<file path="src/rtl/trace_collector.sv">
// Trace collector: filters the retire stream into a FIFO and emits AXI-Stream style packets.
// Define TRACE_COLLECTOR_TIMESTAMP_EN to prepend a 32-bit capture timestamp to m_tdata.
module trace_collector #(
    parameter int PC_WIDTH    = 64,
    parameter int INSTR_WIDTH = 32,
    parameter int FIFO_DEPTH  = 16,
    parameter int PACKET_LEN  = 8,
    localparam int AW = $clog2(FIFO_DEPTH),
    localparam int LW = AW + 1,
`ifdef TRACE_COLLECTOR_TIMESTAMP_EN
    localparam int TSW = 32,
`else
    localparam int TSW = 0,
`endif
    localparam int DW = TSW + PC_WIDTH + INSTR_WIDTH
) (
    input  logic                   clk,
    input  logic                   rst,
    input  logic                   en,
    input  logic                   flush,
    input  logic                   pc_valid,
    input  logic [PC_WIDTH-1:0]    pc,
    input  logic [INSTR_WIDTH-1:0] instr,
    input  logic                   drop_instr,
    output logic [DW-1:0]          m_tdata,
    output logic                   m_tvalid,
    input  logic                   m_tready,
    output logic                   m_tlast,
    output logic [AW:0]            fifo_level,
    output logic                   overflow,
    output logic [15:0]            lost_count,
    output logic                   idle
);

    localparam int CW = (PACKET_LEN > 1) ? $clog2(PACKET_LEN) : 1;
    localparam logic [CW-1:0] PKT_MAX  = CW'(PACKET_LEN - 1);
    localparam logic [LW-1:0] FULL_LVL = LW'(FIFO_DEPTH);

    typedef enum logic [1:0] {
        S_IDLE  = 2'd0,
        S_RUN   = 2'd1,
        S_DRAIN = 2'd2
    } state_t;

    state_t          r_state;
    state_t          w_state_nxt;
    logic [DW-1:0]   r_mem [FIFO_DEPTH];
    logic [AW:0]     r_wptr;
    logic [AW:0]     r_rptr;
    logic [CW-1:0]   r_pkt_cnt;
    logic            r_fp;
    logic            r_ovf;
    logic [15:0]     r_lost;

    logic [AW:0]     w_level;
    logic [AW:0]     w_level_nxt;
    logic            w_empty;
    logic            w_full;
    logic            w_push_req;
    logic            w_push;
    logic            w_pop;
    logic            w_lose;
    logic            w_last;
    logic            w_drain_fp;
    logic            w_fp_set;
    logic [DW-1:0]   w_wdata;

`ifdef TRACE_COLLECTOR_TIMESTAMP_EN
    logic [31:0]     r_ts;

    always_ff @(posedge clk) begin
        if (rst) begin
            r_ts <= 32'd0;
        end else begin
            r_ts <= r_ts + 32'd1;
        end
    end

    assign w_wdata = {r_ts, pc, instr};
`else
    assign w_wdata = {pc, instr};
`endif

    assign w_level     = r_wptr - r_rptr;
    assign w_empty     = (w_level == '0);
    assign w_full      = (w_level == FULL_LVL);
    assign w_pop       = !w_empty && m_tready;
    assign w_push_req  = (r_state == S_RUN) && pc_valid && !drop_instr;
    // A full FIFO still accepts when the head leaves in the same cycle.
    assign w_push      = w_push_req && (!w_full || w_pop);
    assign w_lose      = w_push_req && w_full && !w_pop;
    assign w_level_nxt = w_level + LW'(w_push) - LW'(w_pop);

    assign w_last = !w_empty &&
                    ((r_pkt_cnt == PKT_MAX) ||
                     (r_fp && (w_level == LW'(1))));

    // Early close only matters if something is left to carry the tlast.
    assign w_fp_set = (flush || w_drain_fp) && (w_level_nxt != '0);

    assign m_tdata    = r_mem[r_rptr[AW-1:0]];
    assign m_tvalid   = !w_empty;
    assign m_tlast    = w_last;
    assign fifo_level = w_level;
    assign overflow   = r_ovf;
    assign lost_count = r_lost;
    assign idle       = (r_state == S_IDLE);

    always_ff @(posedge clk) begin
        if (w_push) begin
            r_mem[r_wptr[AW-1:0]] <= w_wdata;
        end
    end

    always_ff @(posedge clk) begin
        if (rst) begin
            r_wptr <= '0;
            r_rptr <= '0;
        end else begin
            if (w_push) begin
                r_wptr <= r_wptr + LW'(1);
            end
            if (w_pop) begin
                r_rptr <= r_rptr + LW'(1);
            end
        end
    end

    always_ff @(posedge clk) begin
        if (rst) begin
            r_pkt_cnt <= '0;
            r_fp      <= 1'b0;
        end else begin
            if (w_pop) begin
                if (w_last) begin
                    r_pkt_cnt <= '0;
                end else begin
                    r_pkt_cnt <= r_pkt_cnt + CW'(1);
                end
            end
            if (w_fp_set) begin
                r_fp <= 1'b1;
            end else if (w_pop && w_last) begin
                r_fp <= 1'b0;
            end
        end
    end

    always_ff @(posedge clk) begin
        if (rst) begin
            r_ovf  <= 1'b0;
            r_lost <= 16'd0;
        end else if (w_lose) begin
            r_ovf <= 1'b1;
            if (r_lost != 16'hFFFF) begin
                r_lost <= r_lost + 16'd1;
            end
        end
    end

    always_ff @(posedge clk) begin
        if (rst) begin
            r_state <= S_IDLE;
        end else begin
            r_state <= w_state_nxt;
        end
    end

    always_comb begin
        w_state_nxt = r_state;
        w_drain_fp  = 1'b0;
        unique case (r_state)
            S_IDLE: begin
                if (en) begin
                    w_state_nxt = S_RUN;
                end
            end
            S_RUN: begin
                if (!en) begin
                    w_state_nxt = S_DRAIN;
                    w_drain_fp  = 1'b1;
                end
            end
            S_DRAIN: begin
                if (w_empty) begin
                    w_state_nxt = S_IDLE;
                end
            end
            default: begin
                w_state_nxt = S_IDLE;
            end
        endcase
    end

endmodule
</file>
<file path="config.mk">
export PLATFORM = sky130hd
export DESIGN_NAME = trace_collector
export DESIGN_NICKNAME = d
export VERILOG_FILES = /design/src/rtl/trace_collector.sv
export SDC_FILE = /design/constraint.sdc
export NUM_CORES = 1
export LEC_CHECK = 0
export CELL_PAD_IN_SITES_DETAIL_PLACEMENT = 0
export CELL_PAD_IN_SITES_GLOBAL_PLACEMENT = 1
export CORE_ASPECT_RATIO = 0.5
export CORE_UTILIZATION = 36
export CTS_BUF_LIST = sky130_fd_sc_hd__clkbuf_4
export CTS_CLUSTER_DIAMETER = 60
export DETAILED_ROUTE_END_ITERATION = 16
export DONT_BUFFER_PORTS = 1
export PLACE_DENSITY_LB_ADDON = 0.1
export SKIP_CTS_REPAIR_TIMING = 1
export SLEW_MARGIN = 20
export SYNTH_ARGS = -nofsm -noshare
export SYNTH_HDL_FRONTEND = slang
export SYNTH_SLANG_ARGS = --single-unit
</file>
<file path="constraint.sdc">
create_clock -name clk -period 14.1 [get_ports clk]
set_clock_uncertainty 0.2 [all_clocks]
set_input_delay 2.82 -clock clk [delete_from_list [all_inputs] [get_ports clk]]
set_output_delay 2.82 -clock clk [all_outputs]
set_load 0.05 [all_outputs]
</file>
After elaboration in Yosys (flattened, before gate mapping)
Memories as Yosys holds them, arrays and structs flattened. A register that Yosys moved wholly into a read port is not among the register bits.
Cells that the tools add are included.
{ "op_classes": {"n_addsub": 7, "eq_ne": 9, "n_reduce_logical": 23, "mux": 13} }
{ "ops": {"columns": ["operator", "count"], "rows": [
  ["$add 16x1->16 const B", 1],
  ["$ne 16x16->1 const B", 1],
  ["$add 5x1->5 const B", 2],
  ["$logic_and 1x1->1", 10],
  ["$mux 4", 2],
  ["$mux 1", 6],
  ["$mux 2", 3],
  ["$ne 2x2->1 const B", 3],
  ["$pmux 2 s3", 1],
  ["$add 5x1->5", 1],
  ["$eq 5x1->1 const B", 1],
  ["$eq 5x5->1 const B", 1],
  ["$logic_not 5->1", 1],
  ["$reduce_bool 5->1", 1],
  ["$sub 5x1->5", 1],
  ["$sub 5x5->5", 1],
  ["$logic_not 1->1", 4],
  ["$add 3x1->3 const B", 1],
  ["$eq 3x3->1 const B", 1],
  ["$logic_or 1x1->1", 3],
  ["$mux 3", 1],
  ["$reduce_and 3->1", 1],
  ["$eq 2x1->1 const B", 1],
  ["$eq 2x2->1 const B", 1],
  ["other kinds (3)", 3]
]} }
{ "totals": {"output_inout_bits": 121, "memories": 1, "register_bits": 33, "in_bits": 103, "elab_cells": 60, "ramBits": 1536} }
{ "memory_table": {"columns": ["name", "words", "width", "read_ports", "rd_ports_with_merged_regs", "wr", "line_no", "rtl"], "rows": [
  ["r_mem", 16, 96, 1, 1, 1, "47", "logic [DW-1:0] r_mem [FIFO_DEPTH];"]
]} }

Depth between registers and ports, before layout
{ "depth": {"ltp_word": 11, "ltp_mapped": 21, "ltp_nobuf": 21} }

Least setup slack after synthesis
Ideal clock, no wire load.
{ "synth_timing": {"path_type": "input-to-reg", "from": "input drop_instr", "to": "memory r_mem[0][0] (netlist bit) (enable)", "setup_time_ps": 669, "path_slack_ps": 3165, "path_buffers": 1, "t_arrival_ps": 10066, "cell_stages": 5, "required_ps": 13231, "path_cell_list": "nor4b_4 -> o41a_1 -> buf_4 -> nand2_1 -> nor3_1"} }
{ "synth_via": {"elab_chain_len": 5} }
{ "synth_rtl": {"columns": ["element", "line_no", "rtl"], "rows": [
  ["start, declared", "24", "input logic drop_instr,"],
  ["$logic_not 1->1", "88", "assign w_push_req = (r_state == S_RUN) && pc_valid && !drop_instr;"],
  ["$logic_and 1x1->1", "88", null],
  ["$logic_and 1x1->1", "90", "assign w_push = w_push_req && (!w_full || w_pop);"],
  ["$mux 1", "110", "if (w_push) begin"],
  ["$mux 1 (implied by the code)", "111", "r_mem[r_wptr[AW-1:0]] <= w_wdata;"],
  ["end, declared", "47", null]
]} }
No other way between the ends.

==> summary.md <==
| Metric | Value |
|---|---|
| Initial DRC count | 1,833 |
| Die area | between 150,000 and 200,000 sq um |
| Synth Register Bits | 1,573 |
| Relative slew slack | 30.4% |
| CP required | between 10 and 15 ns |
| Post-synth EDFFs | about 1,500 |
| TritonCTS Sinks | 1,573 |
| Root Driver | clkbuf_4 |
| Initial antenna violation count | 2 |
| Cell variety after synth | 52 |
| Global route overflow | 0 |
| Crit path cell chain | buf_4 > buf_4 > mux4_2 > mux4_2 |
| Fin nets | 2,802 |
| Drt first pass iters | 5 |
| Hold Vio Cnt, Final | 0 |
| CTS max path bufs | 4 |
| Max_cap viols | 0 |
| Sum of buffers and inverters on the critical path | 2 |
| Hold_ws | 0.319 ns |
| Worst-path fanout max | 42 |
| Dpl hpwl | 67,700 microns |
| Seq/Total Area, Yosys | 78.4% |
| Critical path class | reg2out |
| Slew Limit Fails | 0 |
| Total routed wirelength | 148,000 microns |
| Clock period minus worst slack | 8.12 ns |
| Gate Count Post-Synth | 2,379 |
| Fin crit share | 57.6% |
| Ys Warns | 0 |
| Post-Syn Area | approximately 60,000 sq um |
| Most Crowded Layer GR | met2 |
| Placed inst area | 62,500 sq um |
| Clock transition at path regs | 0.07 ns |
| Worst slew pin tran | 1.05 ns |
| CP max stage delay | approximately 0.95 ns |
| Final setup fails | 0 |
| Syn_nets | between 2,000 and 3,000 |
| Number of fill cells in the layout | 14,600 |
| Worst Hold Class | reg2reg |
| Fmax | 123 MHz |
| Die Width | 578 microns |
| Chip height | 290 microns |
| Vias in the first global route | 30,100 |
| Layout cells sized above 1 | 38.0% |
| Crit start category | flop |
| Crit path DAT | between 5 and 6 ns |
| Leakage | between 20 and 25 nW |
| I/O Buffers | 0 |
| Met1 usage | 25.4% |
| Setup tns final | 0 ns |
| Core area | ~160,000 sq um |
| Delay-heaviest family, CP | buffers and inverters |
| Initial Util | a little over a third |
| Worst-Skew Late Latency | 1.07 ns |
| CTS tree | yes |
| Status | complete, no violations |
| I/O Pins | 224 |
| PD cells | between 150 and 200 nW/um^2 |
| FP Rows | between 100 and 150 |
| Asr flop ratio synth | 0% |
| M2 GR Usage | 27.6% |
| Final Wtd Congestion | 0.667 |
| DR vias | 27,000 |
| Drt wl/cell | around 29 microns |
| Vias/cell | between 5 and 6 |
| Top_reg_cell synth | edfxtp_1 |
| GR met3 Demand/Resource | 3.96% |
| Area growth syn-to-layout | 12.0% |
| Mean Syn Cell Area | 25.1 sq um |
| Unrepaired setup endpoints after global routing | no |
| Largest net degree at the start of global routing | 97 |
| Critical path's slowest cell | dfxtp_4 |
| H-tree depth | 5 |
| Residual DRC count | 0 |
| First-pass GRT wire length | approximately 210,000 microns |
| Peak supply drop | 0.000129 V |
| Inserted Clock Buffers | about 370 |
| Final Cell Area | 67,000 sq um |
| Total GRT Usage | 17.8% |
| Worst Setup End Kind | output pin |
| Final antenna-violating net count | 0 |
flip-flops by register name (all words and copies together) (netlist names), named ones only:
signal	flops
r_wptr	5
r_rptr	5
r_pkt_cnt	3
r_fp	1
overflow	1
r_state	2
lost_count	16
r_mem	1536
worst paths after layout:
check	from	endpoint	slack (ns)	cells past startpoint
setup / recovery	flop	m_tdata[53]	5.98	4
hold / removal	r_rptr[1]	flop	0.32	2
setup reg to reg	r_wptr[2]	r_mem[1][69]	8.25	13
hold reg to reg	r_rptr[1]	flop	0.32	2
cells in the final DEF, fill, tap and decap left out, drive strengths merged, types with 8 or more instances in the layout:
cell type | netlist | layout
dfxtp | 37 | 37
buf | 63 | 48
mux4 | 480 | 480
clkbuf | 54 | 531
nand3 | 8 | 8
ha | 17 | 17
nor2 | 50 | 50
nand2 | 18 | 18
inv | 16 | 23
xnor2 | 21 | 21
clkinv | 0 | 74
edfxtp | 1536 | 1536
a21oi | 13 | 13
nor3 | 8 | 8
worst register-to-register path, delay by kind of cell (launching register included):
family	cells	cell delay, ns
fa+ha+maj	2	0.58
flops	1	0.62
xor+xnor	1	0.18
compound gates	2	0.61
buf+inv	4	1.90
simple gates	4	1.30
cells by family after synthesis:
| group | share of synthesized area (%) |
|---|---|
| muxes | 18.1 |
| AOI/OAI and AO/OA | 0.329 |
| DFF | 78.4 |
| and+or+nand+nor | 1.13 |
| adders and majority gates | 0.423 |
| xor gates and xnor gates | 0.433 |
| buffers and inverters | 1.22 |
stage by stage:
| stage | power (mW) | worst slack, ns | utilization (%) | cells |
|---|---|---|---|---|
| 6_report | 11.0 | 5.98 | 40.7 | 5125 |
| 5_1_grt | 11.6 | 5.46 | 40.7 | 5125 |
| 4_1_cts | 11.2 | 5.63 | 40.7 | 5121 |
| 3_5_place_dp | 7.60 | 6.88 | 38.0 | 4503 |
| 3_3_place_gp | 7.60 | 6.92 | 38.0 | 4503 |
| 2_1_floorplan | 7.23 | 3.17 | - | 2379 |
synth_stat cells, types with 2 or more instances:
cell      number  area [sq um]
or3_1          2          12.5
and4_1         2          17.5
o21ai_0        3          15.0
a211oi_1       2          15.0
a21oi_1       12          60.1
nor3_1         6          30.0
buf_4         31           233
dfxtp_1       37           741
nor2_4         2          22.5
edfxtp_1    1536         46100
nor4b_2        3          45.0
nand4_1        5          31.3
nor3b_2        2          25.0
nor3_2         2          20.0
and3_1         2          12.5
nand2b_1       2          12.5
clkbuf_1      54           203
nand2_1       17          63.8
nand3_1        8          40.0
buf_6         14           158
xor2_1         6          52.6
nor2_1        48           180
buf_2          8          40.0
buf_1         10          37.5
mux4_2       480         10800
fa_1           2          40.0
nand3b_1       2          15.0
nor4_1         5          31.3
inv_1         16          60.1
ha_1          17           213
a22oi_1        2          15.0
xnor2_1       21           184
final cells by class:
| class | count | area [sq um] | area share (%) |
|---|---|---|---|
| antenna | 4 | 10.0 | 0.0149 |
| clock buffer | 531 | 3990 | 5.95 |
| clock inverter | 87 | 467 | 0.697 |
| inverter | 16 | 60.1 | 0.0896 |
| multi-input combinational | 673 | 12300 | 18.4 |
| sequential | 1573 | 46900 | 70.0 |
| tap | 2193 | 2740 | 4.10 |
| timing repair buffer | 48 | 536 | 0.799 |
routing by layer:
metal	share of wire (%)	up-vias
met5	0	-
met4	1.7	0
met3	5.0	232
met2	47	674
met1	46	14900
li1	-	11100
report_power, final:
group          switching (mW)  internal, mW  total, mW
Combinational            1.25         0.963       2.21
Sequential             0.0637          5.14       5.21
Clock                    1.79          1.81       3.59
No activity file was read; power rests on OpenSTA's default activity.
